<file path="src/rtl/simd_xnor_accumulator.sv">
// Binarized SIMD dot-product engine: XNOR/popcount of buffered words against weights, accumulated per level.
// Optional SIGNED_DOT_EN reports the +/-1 dot product (2*popcount - N) instead of the raw popcount.
module simd_xnor_accumulator #(
    parameter int address_width       = 12,
    parameter int synopseFold         = 18,
    parameter int simd_width          = 32,
    parameter int binary_input_levels = 2,
    localparam int ACC_W  = $clog2(simd_width*synopseFold+1),
`ifdef SIGNED_DOT_EN
    localparam int OUT_W  = ACC_W+1,
`else
    localparam int OUT_W  = ACC_W,
`endif
    localparam int FOLD_W = (synopseFold > 1) ? $clog2(synopseFold) : 1
) (
    input  logic                                      clk,
    input  logic                                      rst,
    input  logic                                      start,
    input  logic [address_width-1:0]                  base_addr,
    input  logic [simd_width-1:0]                     weight,
    output logic                                      buf_enable,
    output logic                                      buf_rwEn,
    output logic [address_width-1:0]                  buf_address,
    input  logic [simd_width*binary_input_levels-1:0] buf_data,
    input  logic                                      buf_ready,
    output logic [FOLD_W-1:0]                         fold_idx,
    output logic                                      busy,
    output logic                                      out_valid,
    input  logic                                      out_ready,
    output logic [binary_input_levels*OUT_W-1:0]      out_sum
);

    typedef enum logic [1:0] {IDLE, FETCH, GAP, DONE} state_t;

    state_t                                         state_q, state_d;
    logic [FOLD_W-1:0]                              fold_q, fold_d;
    logic [address_width-1:0]                       base_q, base_d;
    logic [binary_input_levels-1:0][ACC_W-1:0]      acc_q, acc_d;
    logic [binary_input_levels-1:0][OUT_W-1:0]      sum_q, sum_d;

    function automatic logic [ACC_W-1:0] popcount(input logic [simd_width-1:0] v);
        logic [ACC_W-1:0] cnt;
        cnt = '0;
        for (int i = 0; i < simd_width; i++) begin
            cnt = cnt + ACC_W'(v[i]);
        end
        return cnt;
    endfunction

`ifdef SIGNED_DOT_EN
    // Each matching lane counts +1 and each mismatch -1, so dot = 2*matches - total lanes.
    function automatic logic [OUT_W-1:0] to_out(input logic [ACC_W-1:0] a);
        logic signed [OUT_W-1:0] dbl;
        logic signed [OUT_W-1:0] total;
        dbl   = signed'({a, 1'b0});
        total = signed'(OUT_W'(simd_width*synopseFold));
        return dbl - total;
    endfunction
`else
    function automatic logic [OUT_W-1:0] to_out(input logic [ACC_W-1:0] a);
        return a;
    endfunction
`endif

    always_comb begin
        state_d = state_q;
        fold_d  = fold_q;
        base_d  = base_q;
        acc_d   = acc_q;
        sum_d   = sum_q;
        case (state_q)
            IDLE: begin
                if (start) begin
                    base_d  = base_addr;
                    fold_d  = '0;
                    acc_d   = '0;
                    state_d = FETCH;
                end
            end
            FETCH: begin
                if (buf_ready) begin
                    for (int l = 0; l < binary_input_levels; l++) begin
                        acc_d[l] = acc_q[l] + popcount(~(buf_data[l*simd_width +: simd_width] ^ weight));
                    end
                    if (fold_q == FOLD_W'(synopseFold-1)) begin
                        // Result is formed from acc_d so the last fold is included without an extra cycle.
                        for (int l = 0; l < binary_input_levels; l++) begin
                            sum_d[l] = to_out(acc_d[l]);
                        end
                        state_d = DONE;
                    end else begin
                        fold_d  = fold_q + 1'b1;
                        state_d = GAP;
                    end
                end
            end
            GAP: begin
                state_d = FETCH;
            end
            DONE: begin
                if (out_ready) begin
                    state_d = IDLE;
                end
            end
            default: state_d = IDLE;
        endcase
    end

    always_ff @(posedge clk) begin
        if (!rst) begin
            state_q <= IDLE;
            fold_q  <= '0;
            base_q  <= '0;
            acc_q   <= '0;
            sum_q   <= '0;
        end else begin
            state_q <= state_d;
            fold_q  <= fold_d;
            base_q  <= base_d;
            acc_q   <= acc_d;
            sum_q   <= sum_d;
        end
    end

    assign buf_enable  = (state_q == FETCH);
    assign buf_rwEn    = 1'b1;
    assign buf_address = base_q + address_width'(fold_q);
    assign fold_idx    = fold_q;
    assign busy        = (state_q != IDLE);
    assign out_valid   = (state_q == DONE);
    assign out_sum     = sum_q;

endmodule

</file>
<file path="config.mk">
export PLATFORM = sky130hd
export DESIGN_NAME = simd_xnor_accumulator
export DESIGN_NICKNAME = d
export VERILOG_FILES = /design/src/rtl/simd_xnor_accumulator.sv
export SDC_FILE = /design/constraint.sdc
export NUM_CORES = 1
export LEC_CHECK = 0
export BUFFER_PORTS_ARGS = -buffer_cell sky130_fd_sc_hd__buf_2
export CAP_MARGIN = 5
export CORE_MARGIN = 2
export CORE_UTILIZATION = 40
export CTS_BUF_LIST = sky130_fd_sc_hd__clkbuf_4
export CTS_CLUSTER_DIAMETER = 80
export DETAILED_ROUTE_END_ITERATION = 12
export PLACE_DENSITY = 0.71
export SLEW_MARGIN = 10
export SYNTH_ARGS = -nofsm -noshare
export SYNTH_HDL_FRONTEND = slang
export SYNTH_SLANG_ARGS = --single-unit
</file>
<file path="constraint.sdc">
create_clock -name clk -period 5.65 [get_ports clk]
set_input_delay 0.2825 -clock clk [delete_from_list [all_inputs] [get_ports clk]]
set_output_delay 0.2825 -clock clk [all_outputs]
set_load 0.02 [all_outputs]
</file>
==> impl_metrics.tcl <==
set metrics [dict create \
    htreeDepth 3 \
    min_path_type "input pin to flop" \
    cts_inserted_buffers 9 \
    maxCapViolations 0 \
    first_pass_iters 5 \
    switchingPower_mw 2.37 \
    final_common_cell "buf_2" \
    dp_slack_ns -0.121 \
    worst_setup_path_start_kind "flop" \
    antenna_found_initial 0 \
    rsz0062_at_grt "false" \
    postCtsSetupBuffers 0 \
    synth-edff-count 0 \
    yosys.area.top_type "dfxtp_1" \
    syn_nets 772 \
    synth.area.mux_share 0.00196 \
    leakage_nw 3.01 \
    min_period_over_period 0.969 \
    diodes 0 \
    p_comb_frac 0.838 \
    power_density_nw_per_um2 747 \
    fin_nets 928 \
    clk_latency_ns 0.41 \
    drive_gt1_frac 0.265 \
    seq_area_frac_synth 0.231 \
    grt_pass1_wl_um 18600 \
    max_freq_mhz 183 \
    final_max_slew_viol_count 0 \
    cts_tree "built" \
    synth_area_leaders "dfxtp_1 (23%), fa_1 (21%), ha_1 (9.1%)" \
    fin_crit_ns 5.48 \
    wl_per_cell_um 13.2 \
    drt-initial-drc-count 177 \
    final_cell_mix "buf_2 (152), nand2_1 (76), inv_1 (61)" \
    coreArea_um2 12600 \
    dp_hpwl_um 9810 \
    synth_top_family_by_area "adder cells" \
    critPathKind "flop to flop" \
    placement.io_buffers 152 \
    whs_ns 0.0625 \
    tightest_slew_ns 0.503 \
    utilization 0.494 \
    ys_ff_latch 59 \
    seqPwrFrac 0.100 \
    vias 4349 \
    synth-async-reset-ratio 0 \
    synth_compound_area_frac 0.130 \
    synthToLayoutAreaGrowth_pct 21.6 \
    clkTransAtPathRegs_ns 0.10 \
    peakVddDrop_mv 0.623 \
    synthCells 569 \
    hold_viol_final 0 \
    finalSetupViolations 0 \
    clkPwrFrac 0.063 \
    detail_route.wirelength_um 11900 \
    skew_ns 0.0128 \
    p_sw_frac 0.511 \
    synthSimpleGateAreaFrac 0.131 \
    cts-root-buf "clkbuf_4" \
    worst_setup_path_end_kind "flop" \
    worstPathArrival_ns 5.82 \
    drcViolationCount 0 \
    cts_num_sinks 59 \
    io_pins 154 \
    clock_path_buffers 2 \
    grt_max_degree 36 \
    slew-limit-headroom 0.665 \
    dieArea_um2 13700 \
    setup_slack_ns 0.173 \
    die_w_um 117 \
    yosys_most_used_dff "dfxtp_1" \
    grtUsageTotal 0.173 \
    synth_adder_area_share 0.298 \
    ys_types 55 \
    synth_xor_area_frac 0.146 \
    viasPerCell 4.83 \
    p_int_mw 2.27 \
    cp.required_ns 6.00 \
    die_y_um 117 \
    grt_pass1_vias 4143 \
    final_antenna_net_count 0 \
    synth_top_area_frac 0.231 \
    fp-row-count 41 \
    status "finished, final reports clean" \
    synthesis.area_um2 5110 \
    grt_overflow 0 \
    start_util 0.406 \
    gp_congestion 0.787 \
    critPathMaxFanout 4 \
    syn-mean-instance-area_um2 8.98 \
    yosysWarnings 0 \
]
-- cells in the mapped netlist (5+ instances only) --
cell type and instances:
nand2_1 76, inv_1 61, dfxtp_1 59, fa_1 53
xor2_1 51, a21oi_1 42, ha_1 37, xnor2_1 34
nor2_1 29, o21ai_0 19, nand3_1 16, a31oi_1 7
clkbuf_1 6, o21ai_1 6, a211oi_1 5, a21o_1 5
-- power groups by stage --
stage	clock, mW	sequential, mW	combinational (mW)
after floorplan	0	0.465	2.78
final	0.290	0.462	3.89
after global routing	0.316	0.465	4.41
after detailed placement	0	0.471	3.79
after CTS	0.298	0.462	3.81
after global placement	0	0.471	3.75
-- area by class of cell --
class | instances | area (um^2)
Tap cell | 172 | 215
Timing Repair Buffer | 160 | 821
Clock inverter | 6 | 57.6
Inverter | 62 | 233
Sequential cell | 59 | 1180
Clock buffer | 9 | 67.6
Multi-Input combinational cell | 433 | 3630
Fill cell | 1201 | 6360
-- stage by stage --
stage | cells | setup TNS (ns) | area (um^2) | power (mW)
after floorplan | 569 | 0 | 5110 | 3.24
after global placement | 886 | -0.102 | 6070 | 4.22
after detailed placement | 886 | -0.398 | 6070 | 4.26
after CTS | 901 | 0 | 6190 | 4.57
after global routing | 901 | 0 | 6210 | 5.20
final | 901 | 0 | 6210 | 4.64
-- logic make-up after synthesis --
kind of cell	Yosys count
and+or+nand+nor	148
AOI/OAI and AO/OA	108
adders and majority gates	90
xor gates and xnor gates	85
buffers and inverters	77
DFF	59
other	1
muxes	1
-- worst max-delay path: stages (launching register included) --
cell,delay [ns]
dfxtp_1,0.37
fa_1,0.55
inv_1,0.06
fa_1,0.58
fa_1,0.46
fa_1,0.53
fa_1,0.55
inv_1,0.05
fa_1,0.50
fa_1,0.45
inv_1,0.08
fa_1,0.24
nor2b_2,0.06
o31a_1,0.28
o311a_1,0.35
nand2b_1,0.15
a31oi_1,0.16
-- registers in the layout, indices dropped and copies added, names as in the netlist --
signal and cells:
acc_q 20, base_q 12, fold_idx 5, out_sum 20, state_q 2
-- layer usage --
layer  track usage  share of wire  vias up  routed length [um]
met2         0.298           0.50      126                5990
met5             0              0        -                   0
li1              -              -     2176                   -
met1         0.219           0.42     2028                5030
met4        0.0549          0.016        0                 188
met3        0.0330          0.057       19                 678
-- path summary, 6_finish.rpt --
check                                              start                        to  cells past startpoint  slack [ns]
worst max-delay path              acc_q[10]$_SDFFE_PN0P_    acc_q[18]$_SDFFE_PN0P_                     16        0.17
worst min-delay path                           out_ready   state_q[0]$_SDFFE_PN0P_                      2        0.06
worst max register to register    acc_q[10]$_SDFFE_PN0P_    acc_q[18]$_SDFFE_PN0P_                     16        0.17
worst min register to register  out_sum[10]$_SDFFE_PN0P_  out_sum[10]$_SDFFE_PN0P_                      2        0.46
-- timing repair --
action	CTS	global route
endpoints found under the setup margin	0	10
resized for setup	0	6
hold buffers	0	0
Power figures use the tool's default switching activity.
